`src/rtl/effect_param_ctrl_pkg.sv`:
```
// effect_ctrl_pkg: shared types, widths and saturating helpers for the effect
// parameter controller. Used by effect_param_ctrl and, when the mute-on-toggle
// build option EFFECT_CTRL_MUTE_ON_TOGGLE_EN is defined, by sample_counter.
package effect_ctrl_pkg;

    typedef enum logic [1:0] {
        IDLE,
        PENDING,
        MUTE_PRE,
        MUTE_POST
    } ctrl_state_t;

    typedef enum logic [1:0] {
        OP_SEL,
        OP_UP,
        OP_DOWN,
        OP_TOGGLE
    } ctrl_op_t;

    localparam int DEFAULT_LEVEL_W = 3;

    // Helpers work on a fixed wide container so any LEVEL_W up to this fits.
    localparam int MAX_LEVEL_W = 16;

    // Wide enough for the largest supported mute length (1023 samples).
    localparam int MUTE_CNT_W = 10;

    // Increment that sticks at maxValue instead of wrapping.
    function automatic logic [MAX_LEVEL_W-1:0] sat_inc(
        input logic [MAX_LEVEL_W-1:0] value,
        input logic [MAX_LEVEL_W-1:0] maxValue
    );
        if (value >= maxValue) begin
            return maxValue;
        end
        return value + MAX_LEVEL_W'(1);
    endfunction

    // Decrement that sticks at zero instead of wrapping.
    function automatic logic [MAX_LEVEL_W-1:0] sat_dec(
        input logic [MAX_LEVEL_W-1:0] value
    );
        if (value == '0) begin
            return '0;
        end
        return value - MAX_LEVEL_W'(1);
    endfunction

endpackage

```
`src/rtl/effect_param_ctrl_sample_counter.sv`:
```
// sample_counter: counts sample strobes up to TERMINAL and flags the strobe
// that completes the count, clearing itself on that same strobe.
// Only exists when EFFECT_CTRL_MUTE_ON_TOGGLE_EN is defined; without the mute
// feature the controller has no use for it, so nothing is compiled here.
`ifdef EFFECT_CTRL_MUTE_ON_TOGGLE_EN
module sample_counter
    import effect_ctrl_pkg::*;
#(
    parameter int TERMINAL = 64
) (
    input  logic i_clk,
    input  logic i_rst,
    input  logic i_clear,
    input  logic i_count_en,
    input  logic i_valid,
    output logic o_terminal
);

    logic [MUTE_CNT_W-1:0] r_count;
    logic                  w_atTerminal;

    assign w_atTerminal = (r_count == MUTE_CNT_W'(TERMINAL - 1));
    assign o_terminal   = i_count_en & i_valid & w_atTerminal;

    // Count strobes while enabled; the terminal strobe wraps back to zero.
    always_ff @(posedge i_clk) begin
        if (i_rst || i_clear) begin
            r_count <= '0;
        end else if (i_count_en && i_valid) begin
            if (w_atTerminal) begin
                r_count <= '0;
            end else begin
                r_count <= r_count + MUTE_CNT_W'(1);
            end
        end
    end

endmodule
`endif

```
`src/rtl/effect_param_ctrl.sv`:
```
// effect_param_ctrl: turns front-panel key pulses into per-slot enable/level
// registers for the effect chain. Changes are committed only on a sample
// strobe so no stage sees a parameter move in the middle of a sample.
// Build option EFFECT_CTRL_MUTE_ON_TOGGLE_EN: when defined, an enable toggle
// is wrapped in MUTE_SAMPLES muted samples before and after the flip.
module effect_param_ctrl
    import effect_ctrl_pkg::*;
#(
    parameter int N_SLOTS      = 4,
    parameter int LEVEL_W      = DEFAULT_LEVEL_W,
    parameter int MUTE_SAMPLES = 64
) (
    input  logic                         i_clk,
    input  logic                         i_rst,
    input  logic                         i_valid,
    input  logic                         i_key_sel,
    input  logic                         i_key_up,
    input  logic                         i_key_down,
    input  logic                         i_key_toggle,
    output logic [N_SLOTS-1:0]           o_enable,
    output logic [N_SLOTS*LEVEL_W-1:0]   o_level,
    output logic [$clog2(N_SLOTS)-1:0]   o_sel,
    output logic                         o_mute,
    output logic                         o_busy
);

    localparam int SEL_W = $clog2(N_SLOTS);
    localparam logic [MAX_LEVEL_W-1:0] LEVEL_MAX = MAX_LEVEL_W'((1 << LEVEL_W) - 1);

    // Refuse to elaborate with a configuration the logic was not sized for.
    if (N_SLOTS < 2 || N_SLOTS > 8 || LEVEL_W < 1 || LEVEL_W > MAX_LEVEL_W ||
        MUTE_SAMPLES < 1 || MUTE_SAMPLES > 1023) begin : g_paramCheck
        $error("effect_param_ctrl: parameter out of supported range");
    end

    ctrl_state_t              r_state;
    ctrl_op_t                 r_op;
    logic [SEL_W-1:0]         r_slot;
    logic [SEL_W-1:0]         r_sel;
    logic [N_SLOTS-1:0]       r_enable;
    logic [N_SLOTS*LEVEL_W-1:0] r_level;

    logic                     w_anyKey;
    ctrl_op_t                 w_keyOp;
    logic [LEVEL_W-1:0]       w_curLevel;
    logic [LEVEL_W-1:0]       w_incLevel;
    logic [LEVEL_W-1:0]       w_decLevel;
    logic [SEL_W-1:0]         w_nextSel;
    logic [N_SLOTS-1:0]       w_slotMask;

    assign w_anyKey   = i_key_sel | i_key_up | i_key_down | i_key_toggle;
    assign w_curLevel = r_level[r_slot*LEVEL_W +: LEVEL_W];
    assign w_incLevel = LEVEL_W'(sat_inc(MAX_LEVEL_W'(w_curLevel), LEVEL_MAX));
    assign w_decLevel = LEVEL_W'(sat_dec(MAX_LEVEL_W'(w_curLevel)));
    assign w_nextSel  = (r_sel == SEL_W'(N_SLOTS - 1)) ? '0 : r_sel + SEL_W'(1);
    assign w_slotMask = N_SLOTS'(1) << r_slot;

    // Pick one key when several pulse together: toggle > up > down > sel.
    always_comb begin
        w_keyOp = OP_SEL;
        if (i_key_toggle) begin
            w_keyOp = OP_TOGGLE;
        end else if (i_key_up) begin
            w_keyOp = OP_UP;
        end else if (i_key_down) begin
            w_keyOp = OP_DOWN;
        end
    end

`ifdef EFFECT_CTRL_MUTE_ON_TOGGLE_EN
    logic r_mute;
    logic w_muteTerminal;
    logic w_muteCountEn;
    logic w_muteClear;

    assign w_muteCountEn = (r_state == MUTE_PRE) || (r_state == MUTE_POST);
    assign w_muteClear   = (r_state == PENDING);

    sample_counter #(
        .TERMINAL (MUTE_SAMPLES)
    ) u_muteCounter (
        .i_clk      (i_clk),
        .i_rst      (i_rst),
        .i_clear    (w_muteClear),
        .i_count_en (w_muteCountEn),
        .i_valid    (i_valid),
        .o_terminal (w_muteTerminal)
    );

    assign o_mute = r_mute;
`else
    assign o_mute = 1'b0;
`endif

    // Control FSM: latch one key in IDLE, commit it on the next sample strobe.
    always_ff @(posedge i_clk) begin
        if (i_rst) begin
            r_state  <= IDLE;
            r_op     <= OP_SEL;
            r_slot   <= '0;
            r_sel    <= '0;
            r_enable <= '0;
            r_level  <= '0;
`ifdef EFFECT_CTRL_MUTE_ON_TOGGLE_EN
            r_mute   <= 1'b0;
`endif
        end else begin
            case (r_state)
                IDLE: begin
                    if (w_anyKey) begin
                        r_op    <= w_keyOp;
                        r_slot  <= r_sel;
                        r_state <= PENDING;
                    end
                end
                PENDING: begin
                    if (i_valid) begin
                        r_state <= IDLE;
                        case (r_op)
                            OP_SEL:  r_sel <= w_nextSel;
                            OP_UP:   r_level[r_slot*LEVEL_W +: LEVEL_W] <= w_incLevel;
                            OP_DOWN: r_level[r_slot*LEVEL_W +: LEVEL_W] <= w_decLevel;
                            OP_TOGGLE: begin
`ifdef EFFECT_CTRL_MUTE_ON_TOGGLE_EN
                                r_state <= MUTE_PRE;
                                r_mute  <= 1'b1;
`else
                                r_enable <= r_enable ^ w_slotMask;
`endif
                            end
                            default: r_state <= IDLE;
                        endcase
                    end
                end
`ifdef EFFECT_CTRL_MUTE_ON_TOGGLE_EN
                MUTE_PRE: begin
                    if (w_muteTerminal) begin
                        r_enable <= r_enable ^ w_slotMask;
                        r_state  <= MUTE_POST;
                    end
                end
                MUTE_POST: begin
                    if (w_muteTerminal) begin
                        r_mute  <= 1'b0;
                        r_state <= IDLE;
                    end
                end
`endif
                default: r_state <= IDLE;
            endcase
        end
    end

    assign o_enable = r_enable;
    assign o_level  = r_level;
    assign o_sel    = r_sel;
    assign o_busy   = (r_state != IDLE);

endmodule

```
`config.mk`:
```
export PLATFORM = sky130hd
export DESIGN_NAME = effect_param_ctrl
export DESIGN_NICKNAME = d
export VERILOG_FILES = /design/src/rtl/effect_param_ctrl_pkg.sv /design/src/rtl/effect_param_ctrl_sample_counter.sv /design/src/rtl/effect_param_ctrl.sv
export SDC_FILE = /design/constraint.sdc
export NUM_CORES = 1
export LEC_CHECK = 0
export ABC_CLOCK_PERIOD_IN_PS = 3200
export BUFFER_PORTS_ARGS = -buffer_cell sky130_fd_sc_hd__buf_2
export CAP_MARGIN = 20
export CORE_UTILIZATION = 40
export DETAILED_ROUTE_END_ITERATION = 8
export SYNTH_ARGS = -nofsm -noshare
export SYNTH_HDL_FRONTEND = slang
export SYNTH_SLANG_ARGS = --single-unit
```
`constraint.sdc`:
```
create_clock -name i_clk -period 3.2 [get_ports i_clk]
set_input_delay 0.64 -clock i_clk [delete_from_list [all_inputs] [get_ports i_clk]]
set_output_delay 0.64 -clock i_clk [all_outputs]
set_load 0.02 [all_outputs]
```
==> results_dict.tcl, run 1 <==
set metrics [dict create \
    criticalPathCategory "reg -> reg" \
    cts.sinks 23 \
    leakage_nw 0.6395 \
    die-area_um2 3239 \
    synth_cell_type_count 33 \
    p_sw_mw 0.1369 \
    top_level_ports 27 \
    power_frac_seq_pct 59.7 \
    max-slew-margin-rel_pct 60.43 \
    worst_pin_slew_ns 0.5882 \
    area_delta_synth_final_pct 13.38 \
    overflow 0 \
    gr-usage-all-layers_pct 16.17 \
    p_sw_share_pct 27.23 \
    p_clk_share_pct 26.5 \
    portBuffers 25 \
    async_flop_share_pct 0 \
    synth_flop_cell "dfxtp_1" \
    worstPathArrival_ns 2.74 \
    fin_crit_sh_pct 78.75 \
    cts_tree "built" \
    core_area_um2 2805 \
    synth-edff-count 0 \
    ys_seq_elements 23 \
    skew_ns 0.003530 \
    syn-num-nets 140 \
    synth_top_area_share_pct 38.17 \
    grt_pass1_vias 905 \
    gp_congestion 0.7986 \
    crit_chain "mux4_1 > ha_1 > ha_1 > nor3_1 > a22oi_4 > a22o_1" \
    cts_resized 0 \
    final_antenna_net_count 0 \
    post_dp_cell_area_um2 1340 \
    num_vias 947 \
    critPathTopFamily "multiplexers" \
    power_density_nw_per_um2 367.6 \
    grt_pass1_wl_mm 4.126 \
    postSynthAreaPerCell_um2 9.968 \
    ys_seq_area_share_pct 38.17 \
    worst-path-buf-inv 0 \
    setup_violations 0 \
    cts_hold_buf 0 \
    insertion_delay_ns 0.31 \
    design_area_um2 1368 \
    initial_core_util_pct 43.00 \
    yosys_warnings 0 \
    drive_gt1_share_pct 24.14 \
    hold_class "reg -> reg" \
    grt_max_degree 18 \
    antennaDiodeCount 0 \
    slowest_delay_ns 0.68 \
    status "completed" \
    cp-start-kind "flop" \
    fin_hold_ws_ns 0.5010 \
    synthCells 121 \
    final_hold_viol_count 0 \
    clock_path_buffers 2 \
    grt_antenna_before_repair 0 \
    rsz0062_at_grt "false" \
    clock.fmax_mhz 396.8 \
    syn-cell-area_um2 1206 \
    cp_max_fo 10 \
    rows 19 \
    synth_area_leaders "dfxtp_1, ha_1, a22o_1" \
    critPathSlowestCell "mux4_1" \
    setup_tns_ns 0 \
    clockRootBuffer "clkbuf_4" \
    viasPerCell 5.381 \
    cts_buffers 3 \
    cp_common_cell "ha_1" \
    place_hpwl_mm 1.860 \
    maxCapViolations 0 \
    maxSlewViolCount 0 \
    die_y_um 56.91 \
    fin_nets 165 \
    wl_per_cell_um 13.86 \
    path_clk_slew_ns 0.13 \
    peakVddDrop_mv 0.1568 \
    internal_power_mw 0.3658 \
    totalWireLength_mm 2.440 \
    die_w_um 56.91 \
    critPathRequiredTime_ns 3.42 \
    htreeDepth 1 \
    drt-initial-drc-count 22 \
    fin_crit_ns 2.520 \
    drt-pass1-iter-count 4 \
    drc_errors 0 \
    synth_area_leader_cell "dfxtp_1" \
    cts_setup_buffers 0 \
    p_comb_share_pct 13.7 \
    end_kind "flop" \
]
cell families after synthesis:
| logic type | count (synthesis) | share of synthesized area, % |
|---|---|---|
| xor+xnor | 4 | 2.904 |
| compound gates | 30 | 18.78 |
| mux | 6 | 8.817 |
| other cells | 1 | 0.3109 |
| buf+inv | 12 | 4.669 |
| simple gates | 33 | 13.90 |
| flops | 23 | 38.17 |
| fa+ha+maj | 12 | 12.45 |
through the flow:
stage,total power [mW],setup WS (ns),util (%),std cells
2_1_floorplan,0.3580,0.9431,-,121
3_3_place_gp,0.3747,0.7988,47.77,172
3_5_place_dp,0.3753,0.7177,47.77,172
4_1_cts,0.5106,0.7052,48.75,176
5_1_grt,0.5276,0.5421,48.75,176
6_report,0.5027,0.6801,48.75,176
cell usage in the layout (no fill, tap or decap), types with 3 or more instances in the layout:
master / count
inv_1: 7
xor2_1: 4
nand2_1: 8
a22o_1: 12
buf_2: 25
ha_1: 12
nor2_1: 10
a21oi_1: 10
dfxtp_1: 23
clkbuf_4: 3
nor3_1: 3
layer usage:
layer / up-vias / global-route usage, % / part of all wire (%)
met5: - / 0 / 0
met4: 0 / 5.226 / 1.4
met3: 4 / 2.074 / 2.3
met2: 15 / 26.39 / 46
met1: 440 / 22.17 / 50
li1: 488 / - / -
path summary, 6_finish.rpt:
path / start / endpoint / slack, ns / cells past startpoint
max: r_slot[0] / o_level[2] / 0.68 / 6
min: o_sel[1] / r_slot[1] / 0.50 / 2
max reg2reg: r_slot[0] / o_level[2] / 0.68 / 6
min reg2reg: o_sel[1] / r_slot[1] / 0.50 / 2
state kept, by name, indices dropped and copies added, names as in the netlist:
register / count
o_level: 12
o_enable: 4
o_sel: 2
r_op: 2
r_slot: 2
r_state: 1
layout make-up:
class	count	area [um^2]
fill	271	1438
multi-input combinational	86	689.4
sequential	23	460.4
timing repair buffer	25	125.1
tap	31	38.79
inverter	7	26.28
clock buffer	3	22.52
clock inverter	1	5.005
synth_stat cells, types with 2 or more instances:
library cell  number
ha_1              12
and3_1             2
a21oi_1           10
nor4_1             2
nor3_1             3
a22o_1            12
dfxtp_1           23
a211oi_1           2
nand3_1            2
mux2i_1            2
clkbuf_1           2
inv_1              7
nor2_1            10
o21ai_0            2
nand2_1            8
mux4_2             2
xor2_1             4
power by group through the flow:
stage               logic [mW]  registers [mW]  clock network (mW)
CTS                     0.0691           0.300               0.141
detailed placement      0.0687           0.307                   0
global placement        0.0681           0.307                   0
finish                  0.0689           0.300               0.133
floorplan               0.0493           0.309                   0
global route            0.0765           0.302               0.149
worst reg2reg max path, stage by stage (launching register included):
cell and delay, ns:
dfxtp_1 0.57, mux4_1 0.68, ha_1 0.25, ha_1 0.30
nor3_1 0.30, a22oi_4 0.11, a22o_1 0.23
Power figures use the tool's default switching activity.
==> run 2, diff against run 1 <==
Settings changed: ABC_CLOCK_PERIOD_IN_PS 3200 to 2100.
Clock period 3.2 ns to 2.1 ns, I/O delays scaled along.
==> run 2 against run 1 <==
The run now ends with DRC left; via count increased by 6.5%; core utilization increased by 3.7 points; clock skew increased by 0.0036 ns; hold slack got worse by 0.19 ns; sequential cell count unchanged; cell count increased by 4.0%; clock power increased by 58%; clock-buffer cell count unchanged; maximum frequency increased by 25%; register-to-register slack got worse by 0.60 ns; sequential share of layout area decreased by 2.1 points; largest cell class unchanged.
==> results_dict.tcl, run 2 (same netlist as run 1, synthesis figures left out) <==
set metrics [dict create \
    status "finished, violations left" \
    violations "DRC" \
    cp-start-kind "flop" \
    antennaDiodeCount 0 \
    end_kind "flop" \
    clock.fmax_mhz 495.3 \
    drt-pass1-iter-count 8 \
    rsz0062_at_grt "false" \
    fin_crit_sh_pct 96.14 \
    num_vias 1009 \
    cp_max_fo 4 \
    largest_reg_flops 12 \
    multiInputGateArea_um2 732.0 \
    maxCapViolations 0 \
    die_w_um 56.91 \
    top_level_ports 27 \
    area_delta_synth_final_pct 21.89 \
    core_area_um2 2805 \
    p_sw_mw 0.2229 \
    final_antenna_net_count 0 \
    drt-initial-drc-count 48 \
    fin_crit_ns 2.019 \
    p_sw_share_pct 28.23 \
    grt_pass1_wl_mm 4.498 \
    hold_class "in -> reg" \
    die-area_um2 3239 \
    power_density_nw_per_um2 537.0 \
    totalWireLength_mm 2.772 \
    grt_pass1_vias 995 \
    drc_errors 4 \
    p_clk_share_pct 26.6 \
    max-slew-margin-rel_pct 63.34 \
    cts_buffers 3 \
    grt_antenna_before_repair 0 \
    clock_path_buffers 2 \
    fin_util_pct 52.41 \
    final_cell_mix "buf_2, dfxtp_1, a22o_1" \
    leakage_nw 0.6735 \
    skew_ns 0.007167 \
    wl_per_cell_um 15.15 \
    htreeDepth 1 \
    path_clk_slew_ns 0.13 \
    final_common_cell "buf_2" \
    fin_hold_ws_ns 0.3147 \
    portBuffers 25 \
    gp_congestion 0.8435 \
    maxSlewViolCount 0 \
    worst_pin_slew_ns 0.5449 \
    grt_max_degree 18 \
    cts.sinks 23 \
    clockRootBuffer "clkbuf_4" \
    post_dp_cell_area_um2 1364 \
    worstPathArrival_ns 2.25 \
    peakVddDrop_mv 0.3389 \
    seq_area_um2 464.2 \
    overflow 0 \
    setup_violations 0 \
    p_comb_share_pct 15.6 \
    die_y_um 56.91 \
    design_area_um2 1470 \
    place_hpwl_mm 2.054 \
    insertion_delay_ns 0.32 \
    drive_gt1_share_pct 33.55 \
    power_frac_seq_pct 57.8 \
    rows 19 \
    initial_core_util_pct 43.00 \
    fin_nets 172 \
    critPathRequiredTime_ns 2.33 \
    viasPerCell 5.514 \
    internal_power_mw 0.5665 \
    criticalPathCategory "reg -> reg" \
    nFillCells 264 \
    final_hold_viol_count 0 \
    cts_tree "built" \
    gr-usage-all-layers_pct 18.01 \
]
run 2: cell types whose count changed in the layout (fill, tap and decap cells not counted), sizes merged:
cell and change:
buf +7
run 2: timing repair:
action,4_1_cts,5_1_grt
gates resized for setup,3,8
pin swaps,0,2
hold buffers,0,0
cloned,0,0
buffers inserted,1,3
endpoints found under the setup margin,11,12
run 2: worst max-delay path: stages, from the launching register on:
cell	delay, ns
dfxtp_4	0.40
mux4_2	0.57
ha_4	0.20
ha_4	0.24
nor3_4	0.21
a22oi_4	0.09
a22o_1	0.23
run 2: power by group through the flow:
| stage | clock network [mW] | logic, mW | registers, mW |
|---|---|---|---|
| 6_report | 0.210 | 0.123 | 0.456 |
| 5_1_grt | 0.232 | 0.136 | 0.457 |
| 4_1_cts | 0.218 | 0.113 | 0.456 |
| 3_5_place_dp | 0 | 0.109 | 0.466 |
| 3_3_place_gp | 0 | 0.107 | 0.466 |
| 2_1_floorplan | 0 | 0.0762 | 0.470 |
run 2: through the flow:
| stage | setup slack [ns] | power, mW | std cells | TNS, ns |
|---|---|---|---|---|
| floorplan | 0.006613 | 0.5466 | 121 | 0 |
| global placement | 0.01461 | 0.5731 | 175 | 0 |
| detailed placement | -0.06505 | 0.5753 | 175 | -0.3774 |
| CTS | 0.0008886 | 0.7865 | 180 | 0 |
| global route | 0.002269 | 0.8246 | 183 | 0 |
| finish | 0.08107 | 0.7894 | 183 | 0 |
run 2: worst paths after layout:
check / from / cells after the start / to / slack, ns
min: i_valid / 2 / r_state[0] / 0.31
min reg2reg: o_sel[1] / 2 / r_slot[1] / 0.51
max: r_slot[0] / 6 / o_level[2] / 0.08
max reg2reg: r_slot[0] / 6 / o_level[2] / 0.08
run 2: routing by layer:
metal / track usage (%) / share of wire [%] / wire length [um] / up-vias
li1: - / - / - / 499
met1: 22.49 / 45 / 1251 / 470
met2: 30.42 / 49 / 1348 / 38
met3: 4.839 / 5.3 / 146 / 2
met4: 5.226 / 0.94 / 26 / 0
met5: 0 / 0 / 0 / -
run 2: area by class of cell:
cell class                 instances  share of cell area (%)
inverter                           7                   1.787
sequential                        23                   31.57
clock inverter                     1                  0.3404
timing repair buffer              32                   12.34
multi-input combinational         86                   49.79
tap                               31                   2.638
clock buffer                       3                   1.532
